==> src/rtl/uart_tx_dev_pkg.sv <==
// Shared constants for the memory-mapped UART transmitter: base address, register
// offsets, serialiser state encoding and the bit-period helper.
package uart_tx_dev_pkg;

  localparam logic [31:0] UART_BASE = 32'h0000_7f20;

  localparam logic [1:0] UART_CTRL = 2'd0;
  localparam logic [1:0] UART_DATA = 2'd1;
  localparam logic [1:0] UART_STAT = 2'd2;
  localparam logic [1:0] UART_DIV  = 2'd3;

  typedef enum logic [1:0] {
    ST_IDLE  = 2'd0,
    ST_START = 2'd1,
    ST_DATA  = 2'd2,
    ST_STOP  = 2'd3
  } tx_state_e;

  // Bit-timer reload value (P-1); a divisor of 0 behaves like 1.
  function automatic logic [15:0] period_m1(input logic [15:0] div);
    return (div == 16'd0) ? 16'd0 : div - 16'd1;
  endfunction

endpackage

==> src/rtl/uart_tx_dev_fifo.sv <==
// Synchronous transmit FIFO with simultaneous push/pop; occupancy is kept in a
// separate counter so full/empty never depend on pointer comparison.
module uart_fifo #(
  parameter int DEPTH = 4,
  parameter int WIDTH = 8
) (
  input  logic             clk,
  input  logic             rst_n,
  input  logic             push,
  input  logic             pop,
  input  logic [WIDTH-1:0] wdata,
  output logic [WIDTH-1:0] rdata,
  output logic             full,
  output logic             empty,
  output logic [3:0]       count
);

  localparam int AW = (DEPTH > 1) ? $clog2(DEPTH) : 1;
  localparam logic [3:0] DEPTH_C = 4'(DEPTH);

  logic [WIDTH-1:0] r_mem [DEPTH];
  logic [AW-1:0]    r_wr_ptr;
  logic [AW-1:0]    r_rd_ptr;
  logic [3:0]       r_count;
  logic             w_do_pop;
  logic             w_do_push;

  assign full      = (r_count == DEPTH_C);
  assign empty     = (r_count == 4'd0);
  assign count     = r_count;
  assign rdata     = r_mem[r_rd_ptr];
  assign w_do_pop  = pop & ~empty;
  // A pop in the same cycle frees the slot, so a push into a full FIFO still lands.
  assign w_do_push = push & (~full | w_do_pop);

  // NOTE: sequential state uses non-blocking assignments so every register samples pre-edge values.
  always_ff @(posedge clk or negedge rst_n) begin
    if (!rst_n) begin
      r_wr_ptr <= '0;
      r_rd_ptr <= '0;
      r_count  <= 4'd0;
    end else begin
      if (w_do_push) r_wr_ptr <= r_wr_ptr + 1'b1;
      if (w_do_pop)  r_rd_ptr <= r_rd_ptr + 1'b1;
      case ({w_do_push, w_do_pop})
        2'b10:   r_count <= r_count + 4'd1;
        2'b01:   r_count <= r_count - 4'd1;
        default: r_count <= r_count;
      endcase
    end
  end

  // NOTE: storage is not reset; stale entries are unreachable because the count gates every read.
  always_ff @(posedge clk) begin
    if (w_do_push) r_mem[r_wr_ptr] <= wdata;
  end

endmodule

==> src/rtl/uart_tx_dev.sv <==
// Memory-mapped 8N1 UART transmitter: CTRL/DATA/STATUS/DIVISOR registers, a small
// transmit FIFO and a serialiser FSM, with a level interrupt when drained and idle.
module uart_tx_dev
  import uart_tx_dev_pkg::*;
#(
  parameter int          FIFO_DEPTH  = 4,
  parameter logic [15:0] DEFAULT_DIV = 16'd16
) (
  input  logic        clk,
  input  logic        reset,
  input  logic [1:0]  addr,
  input  logic        we,
  input  logic [31:0] din,
  output logic [31:0] dout,
  output logic        irq,
  output logic        tx
);

  logic        r_en;
  logic        r_ie;
  logic        r_ovf;
  logic [15:0] r_div;
  tx_state_e   r_state;
  logic [7:0]  r_shift;
  logic [15:0] r_timer;
  logic [15:0] r_reload;
  logic [2:0]  r_bit_idx;
  logic        r_tx;

  logic        w_push;
  logic        w_pop;
  logic        w_full;
  logic        w_empty;
  logic [3:0]  w_count;
  logic [7:0]  w_head;
  logic        w_overflow;
  logic        w_busy;
  logic        w_unused;

  assign w_unused   = ^din[31:16];
  assign w_push     = we & (addr == UART_DATA);
  assign w_pop      = r_en & ~w_empty &
                      ((r_state == ST_IDLE) | ((r_state == ST_STOP) & (r_timer == 16'd0)));
  assign w_overflow = w_push & w_full & ~w_pop;
  assign w_busy     = (r_state != ST_IDLE);

  uart_fifo #(
    .DEPTH (FIFO_DEPTH),
    .WIDTH (8)
  ) u_fifo (
    .clk   (clk),
    .rst_n (reset),
    .push  (w_push),
    .pop   (w_pop),
    .wdata (din[7:0]),
    .rdata (w_head),
    .full  (w_full),
    .empty (w_empty),
    .count (w_count)
  );

  always_ff @(posedge clk or negedge reset) begin
    if (!reset) begin
      r_en  <= 1'b0;
      r_ie  <= 1'b0;
      r_ovf <= 1'b0;
      r_div <= DEFAULT_DIV;
    end else begin
      if (we) begin
        case (addr)
          UART_CTRL: begin
            r_en <= din[0];
            r_ie <= din[1];
          end
          UART_STAT: r_ovf <= 1'b0;
          UART_DIV:  r_div <= din[15:0];
          default:   ;
        endcase
      end
      if (w_overflow) r_ovf <= 1'b1;
    end
  end

  // The period is latched at each pop, so DIVISOR writes only affect later frames.
  always_ff @(posedge clk or negedge reset) begin
    if (!reset) begin
      r_state   <= ST_IDLE;
      r_shift   <= 8'd0;
      r_timer   <= 16'd0;
      r_reload  <= 16'd0;
      r_bit_idx <= 3'd0;
      r_tx      <= 1'b1;
    end else begin
      case (r_state)
        ST_IDLE: begin
          r_tx <= 1'b1;
          if (w_pop) begin
            r_shift  <= w_head;
            r_reload <= period_m1(r_div);
            r_timer  <= period_m1(r_div);
            r_tx     <= 1'b0;
            r_state  <= ST_START;
          end
        end
        ST_START: begin
          if (r_timer == 16'd0) begin
            r_timer   <= r_reload;
            r_bit_idx <= 3'd0;
            r_tx      <= r_shift[0];
            r_state   <= ST_DATA;
          end else begin
            r_timer <= r_timer - 16'd1;
          end
        end
        ST_DATA: begin
          if (r_timer == 16'd0) begin
            r_timer <= r_reload;
            if (r_bit_idx == 3'd7) begin
              r_tx    <= 1'b1;
              r_state <= ST_STOP;
            end else begin
              r_shift   <= r_shift >> 1;
              r_bit_idx <= r_bit_idx + 3'd1;
              r_tx      <= r_shift[1];
            end
          end else begin
            r_timer <= r_timer - 16'd1;
          end
        end
        ST_STOP: begin
          if (r_timer == 16'd0) begin
            if (w_pop) begin
              r_shift  <= w_head;
              r_reload <= period_m1(r_div);
              r_timer  <= period_m1(r_div);
              r_tx     <= 1'b0;
              r_state  <= ST_START;
            end else begin
              r_tx    <= 1'b1;
              r_state <= ST_IDLE;
            end
          end else begin
            r_timer <= r_timer - 16'd1;
          end
        end
        default: r_state <= ST_IDLE;
      endcase
    end
  end

  assign tx  = r_tx;
  assign irq = r_ie & w_empty & ~w_busy;

  // NOTE: the default assignment ahead of the case keeps this block purely combinational.
  always_comb begin
    dout = 32'd0;
    case (addr)
      UART_CTRL: dout = {30'd0, r_ie, r_en};
      UART_STAT: dout = {24'd0, w_count, r_ovf, w_empty, w_full, w_busy};
      UART_DIV:  dout = {16'd0, r_div};
      default:   dout = 32'd0;
    endcase
  end

endmodule
==> config.mk <==
export PLATFORM = sky130hd
export DESIGN_NAME = uart_tx_dev
export DESIGN_NICKNAME = d
export VERILOG_FILES = /design/src/rtl/uart_tx_dev_pkg.sv /design/src/rtl/uart_tx_dev_fifo.sv /design/src/rtl/uart_tx_dev.sv
export SDC_FILE = /design/constraint.sdc
export NUM_CORES = 1
export LEC_CHECK = 0
export ABC_CLOCK_PERIOD_IN_PS = 3310
export CORE_ASPECT_RATIO = 1.2
export CORE_MARGIN = 2
export CORE_UTILIZATION = 40
export DETAILED_ROUTE_END_ITERATION = 6
export PLACE_DENSITY_LB_ADDON = 0.12
export SYNTH_ARGS = -nofsm -noshare
export SYNTH_HDL_FRONTEND = slang
export SYNTH_SLANG_ARGS = --single-unit
==> constraint.sdc <==
create_clock -name clk -period 3.31 [get_ports clk]
set_input_delay 0.331 -clock clk [delete_from_list [all_inputs] [get_ports clk]]
set_output_delay 0.331 -clock clk [all_outputs]
set_load 0.01 [all_outputs]
==> reports/summary.txt <==
Die X -> 115.3 um
R2R Setup Slk -> 0.13 ns
Initial antenna violation count -> 0
Highest clock rate -> 314.1 MHz
ANT nets after route -> 0
Core region area -> 0.01447 mm2
Total negative slack -> 0 ns
Min-Delay Path Class -> in -> async
Max incr delay on CP -> 0.47 ns
Sequential share of power -> 0.350
Power density cells -> 826.2 mW/mm2
Full die area -> 0.01585 mm2
Routability Congestion -> 0.8718
Predominant post-synthesis flop cell -> dfrtp_1
First-pass GRT wire length -> 23.13 mm
Drt initial violations -> 236
GR Overflow Total -> 0
Unique masters post-synth -> 73
Comb pwr share -> 0.454
Setup Crit Path Kind -> reg -> reg
Clock Power Share -> 0.196
Final WL -> 14.33 mm
Area of the multi-input gates -> 0.002939 mm2
Worst slew margin relative to its limit -> 0.3456
Die H -> 137.5 um
Wire per inst -> 17.65 um
Net Sw Frac -> 0.4001
ANT cells -> 0
Latest clock arrival within the worst-skew pair -> 0.37 ns
Fin crit period -> 3.184 ns
Period utilisation layout -> 0.9618
Largest net degree at the start of global routing -> 74
H-Tree Depth -> 3
CP startpoint -> r_timer[1]
Status -> finished, final reports clean
Row count -> 48
Post-synth ARST share -> 0.6952
Total number of vias -> 4427
Final std cells w/o fill -> 812
Root Driver -> clkbuf_16
Reg2Reg Depth -> 15
Yosys reg bits -> 105
Hpwl dp -> 10.12 mm
RSZ-0062 raised after global routing -> false
Post-Syn Area per Cell -> 10.63 um2
CTS Sinks -> 105
Area grow syn2layout -> 17.39%
Fill cells -> 1338
CP max stage cell -> or4b_4
I/O pins -> 71
Initial Util -> 0.4105
RR Endpoint -> u_fifo.count[2]
CP startpoint kind -> register
Post-Syn Area -> 0.005942 mm2
Cells after synthesis -> 559
IO Port Bufs -> 38
Pint -> 0.003458 W
Reg area -> 0.002790 mm2
CTS tree -> yes
Net Sw Power -> 0.002306 W
CP endpoint kind -> register
Critical Path AT -> 3.44 ns
Placed cells -> 794
Final Hold Fails -> 0
Final Max Slew Viols -> 0
Clock Pin Slew Worst Setup and Hold Paths -> 0.08 ns
EDFF count, synth -> 32
Share of cells above drive strength 1 -> 0.1895
Final core utilization -> 0.4819
Setup-failing EPs final -> 0
Max Cap Violations -> 0
Crit-path max FO -> 5
Vias in the first global route -> 4269
First-pass DRT Iterations -> 4
DR DRC count -> 0
Pleak -> 2.843 nW
Worst Tran Pin Value -> 0.9816 ns
Fin Clk Skew -> 0.007885 ns
Total track usage -> 0.1912
Critical Path RT -> 3.56 ns
CTS Buf Count -> 9
Sequential share of the synthesized area -> 0.4696
Reg2Reg Launch Point -> r_timer[1]
CP Cell Sequence -> inv_2 -> ha_4 -> or4b_4 -> nor4_4 -> o21ai_2 -> nor2b_4 -> nor4b_4 -> inv_2 -> ha_4 -> xor2_1 -> ha_2 -> a21oi_2 -> xor2_1 -> nor2_1 -> xor2_1
Total power draw -> 0.005763 W
Synth Warn # -> 0
Vias/cell -> 5.452
Most common cell on crit path -> xor2_1
Nets -> 661
Worst ir drop on vdd -> 0.0004963 V
CTS max path bufs -> 2
placed cells by master, fill, tap and decap left out, types with 5 or more instances in the layout:
cell	instances
inv_1	13
a31oi_1	7
xnor2_1	13
o211ai_1	5
clkdlybuf4s50_1	37
o221a_2	7
nor4_1	6
and2_1	7
dfrtp_1	71
nor2b_1	8
nand2_1	47
o21ai_0	28
ha_1	12
a21oi_1	18
mux2i_1	10
buf_4	34
nand4_1	5
edfxtp_1	32
nor2_1	31
conb_1	16
xor2_1	13
mux2_2	25
mux4_2	8
a22o_1	6
clkbuf_16	9
and3_1	11
nand3_1	9
nor3_1	19
or3_1	5
o22ai_1	7
nand2b_1	10
o31ai_1	12
layer usage:
| metal | GRT usage | vias to the layer above | part of all wire |
|---|---|---|---|
| li1 | - | 2132 | - |
| met1 | 0.2677 | 2169 | 0.45 |
| met2 | 0.2984 | 104 | 0.49 |
| met3 | 0.02508 | 22 | 0.038 |
| met4 | 0.08233 | 0 | 0.024 |
| met5 | 0 | - | 0 |
how the worst max path moves through the flow:
stage,to
6_report,u_fifo.count[2]
4_1_cts,u_fifo.count[2]
5_1_grt,u_fifo.count[2]
2_1_floorplan,u_fifo.count[2]
3_3_place_gp,u_fifo.count[2]
3_5_place_dp,u_fifo.count[2]
cell usage after synthesis (all sizes together) (4+ instances only):
library cell	n	area, um2
nand3	9	45.04
o221a	7	78.83
nor2	31	116.4
o21a	4	30.03
xnor2	13	113.9
xor2	13	113.9
nand4	5	31.28
or4	5	41.29
nand2b	11	71.32
a22o	6	52.55
o21ai	30	153.9
nand2	47	176.4
o211ai	5	37.54
and3	11	68.82
inv	15	56.30
mux2	26	292.8
o22ai	7	43.79
mux2i	10	100.1
nor2b	9	63.81
edfxtp	32	960.9
dfrtp	71	1777
ha	17	212.7
or3	5	31.28
mux4	8	180.2
a31oi	7	43.79
and2	7	43.79
nor3	20	105.1
buf	23	158.9
a21oi	19	95.09
clkbuf	26	97.59
nor4	8	71.32
o31ai	12	90.09
critical path: cells and delay by family (launching register included):
kind                     cells  cell delay, ns
AND/OR/NAND/NOR              5            1.32
adder cells (fa/ha/maj)      3            0.50
XOR/XNOR                     3            0.42
flip-flops                   1            0.41
AO/OA/AOI/OAI                2            0.20
buffers and inverters        2            0.19
repair_timing:
action / CTS / global route
cloned: 0 / 0
hold buffers: 0 / 0
resized for setup: 2 / 3
pin swaps: 2 / 5
buffers inserted: 0 / 2
endpoints found under the setup margin: 1 / 3
state kept, by name, indices dropped and copies added (netlist names), 2 cells and up:
register and count:
u_fifo.count 4, u_fifo.r_wr_ptr 2, r_shift 8, r_div 16, u_fifo.r_mem 32, u_fifo.r_rd_ptr 2, r_state 2, r_timer 16
r_bit_idx 3, r_reload 16
cell type report:
| class | count | area share |
|---|---|---|
| Timing Repair Buffer | 71 | 0.08969 |
| Clock buffer | 9 | 0.03229 |
| Sequential cell | 105 | 0.4000 |
| Multi-Input combinational cell | 405 | 0.4213 |
| Clock inverter | 7 | 0.01274 |
| Tap cell | 200 | 0.03587 |
| Inverter | 15 | 0.008072 |
stage by stage:
step | setup slack, ns | area [um2] | hold WS, ns
detailed placement | -0.02179 | 6624 | 0.4684
global placement | 0.07347 | 6624 | 0.4634
floorplan | -0.04583 | 6026 | 0.03541
finish | 0.1263 | 6975 | 0.1130
CTS | 0.03295 | 6948 | 0.1675
global route | 0.002109 | 6975 | 0.1949
logic make-up after synthesis:
group / after synthesis / synth area share
multiplexers: 44 / 0.09644
AND/OR/NAND/NOR: 181 / 0.1666
AO/OA/AOI/OAI: 121 / 0.1400
adder cells (fa/ha/maj): 17 / 0.03580
other: 1 / 0.0006311
XOR/XNOR: 26 / 0.03832
flip-flops: 105 / 0.4696
buffers and inverters: 64 / 0.05264
power by group through the flow:
stage | logic, W | registers, W | clock network, W
finish | 0.00262 | 0.00202 | 0.00113
global placement | 0.00256 | 0.00204 | 0
CTS | 0.00261 | 0.00202 | 0.00115
detailed placement | 0.00260 | 0.00204 | 0
global route | 0.00290 | 0.00207 | 0.00120
floorplan | 0.00191 | 0.00194 | 0
Note: power is estimated with default switching activity, not from simulation.
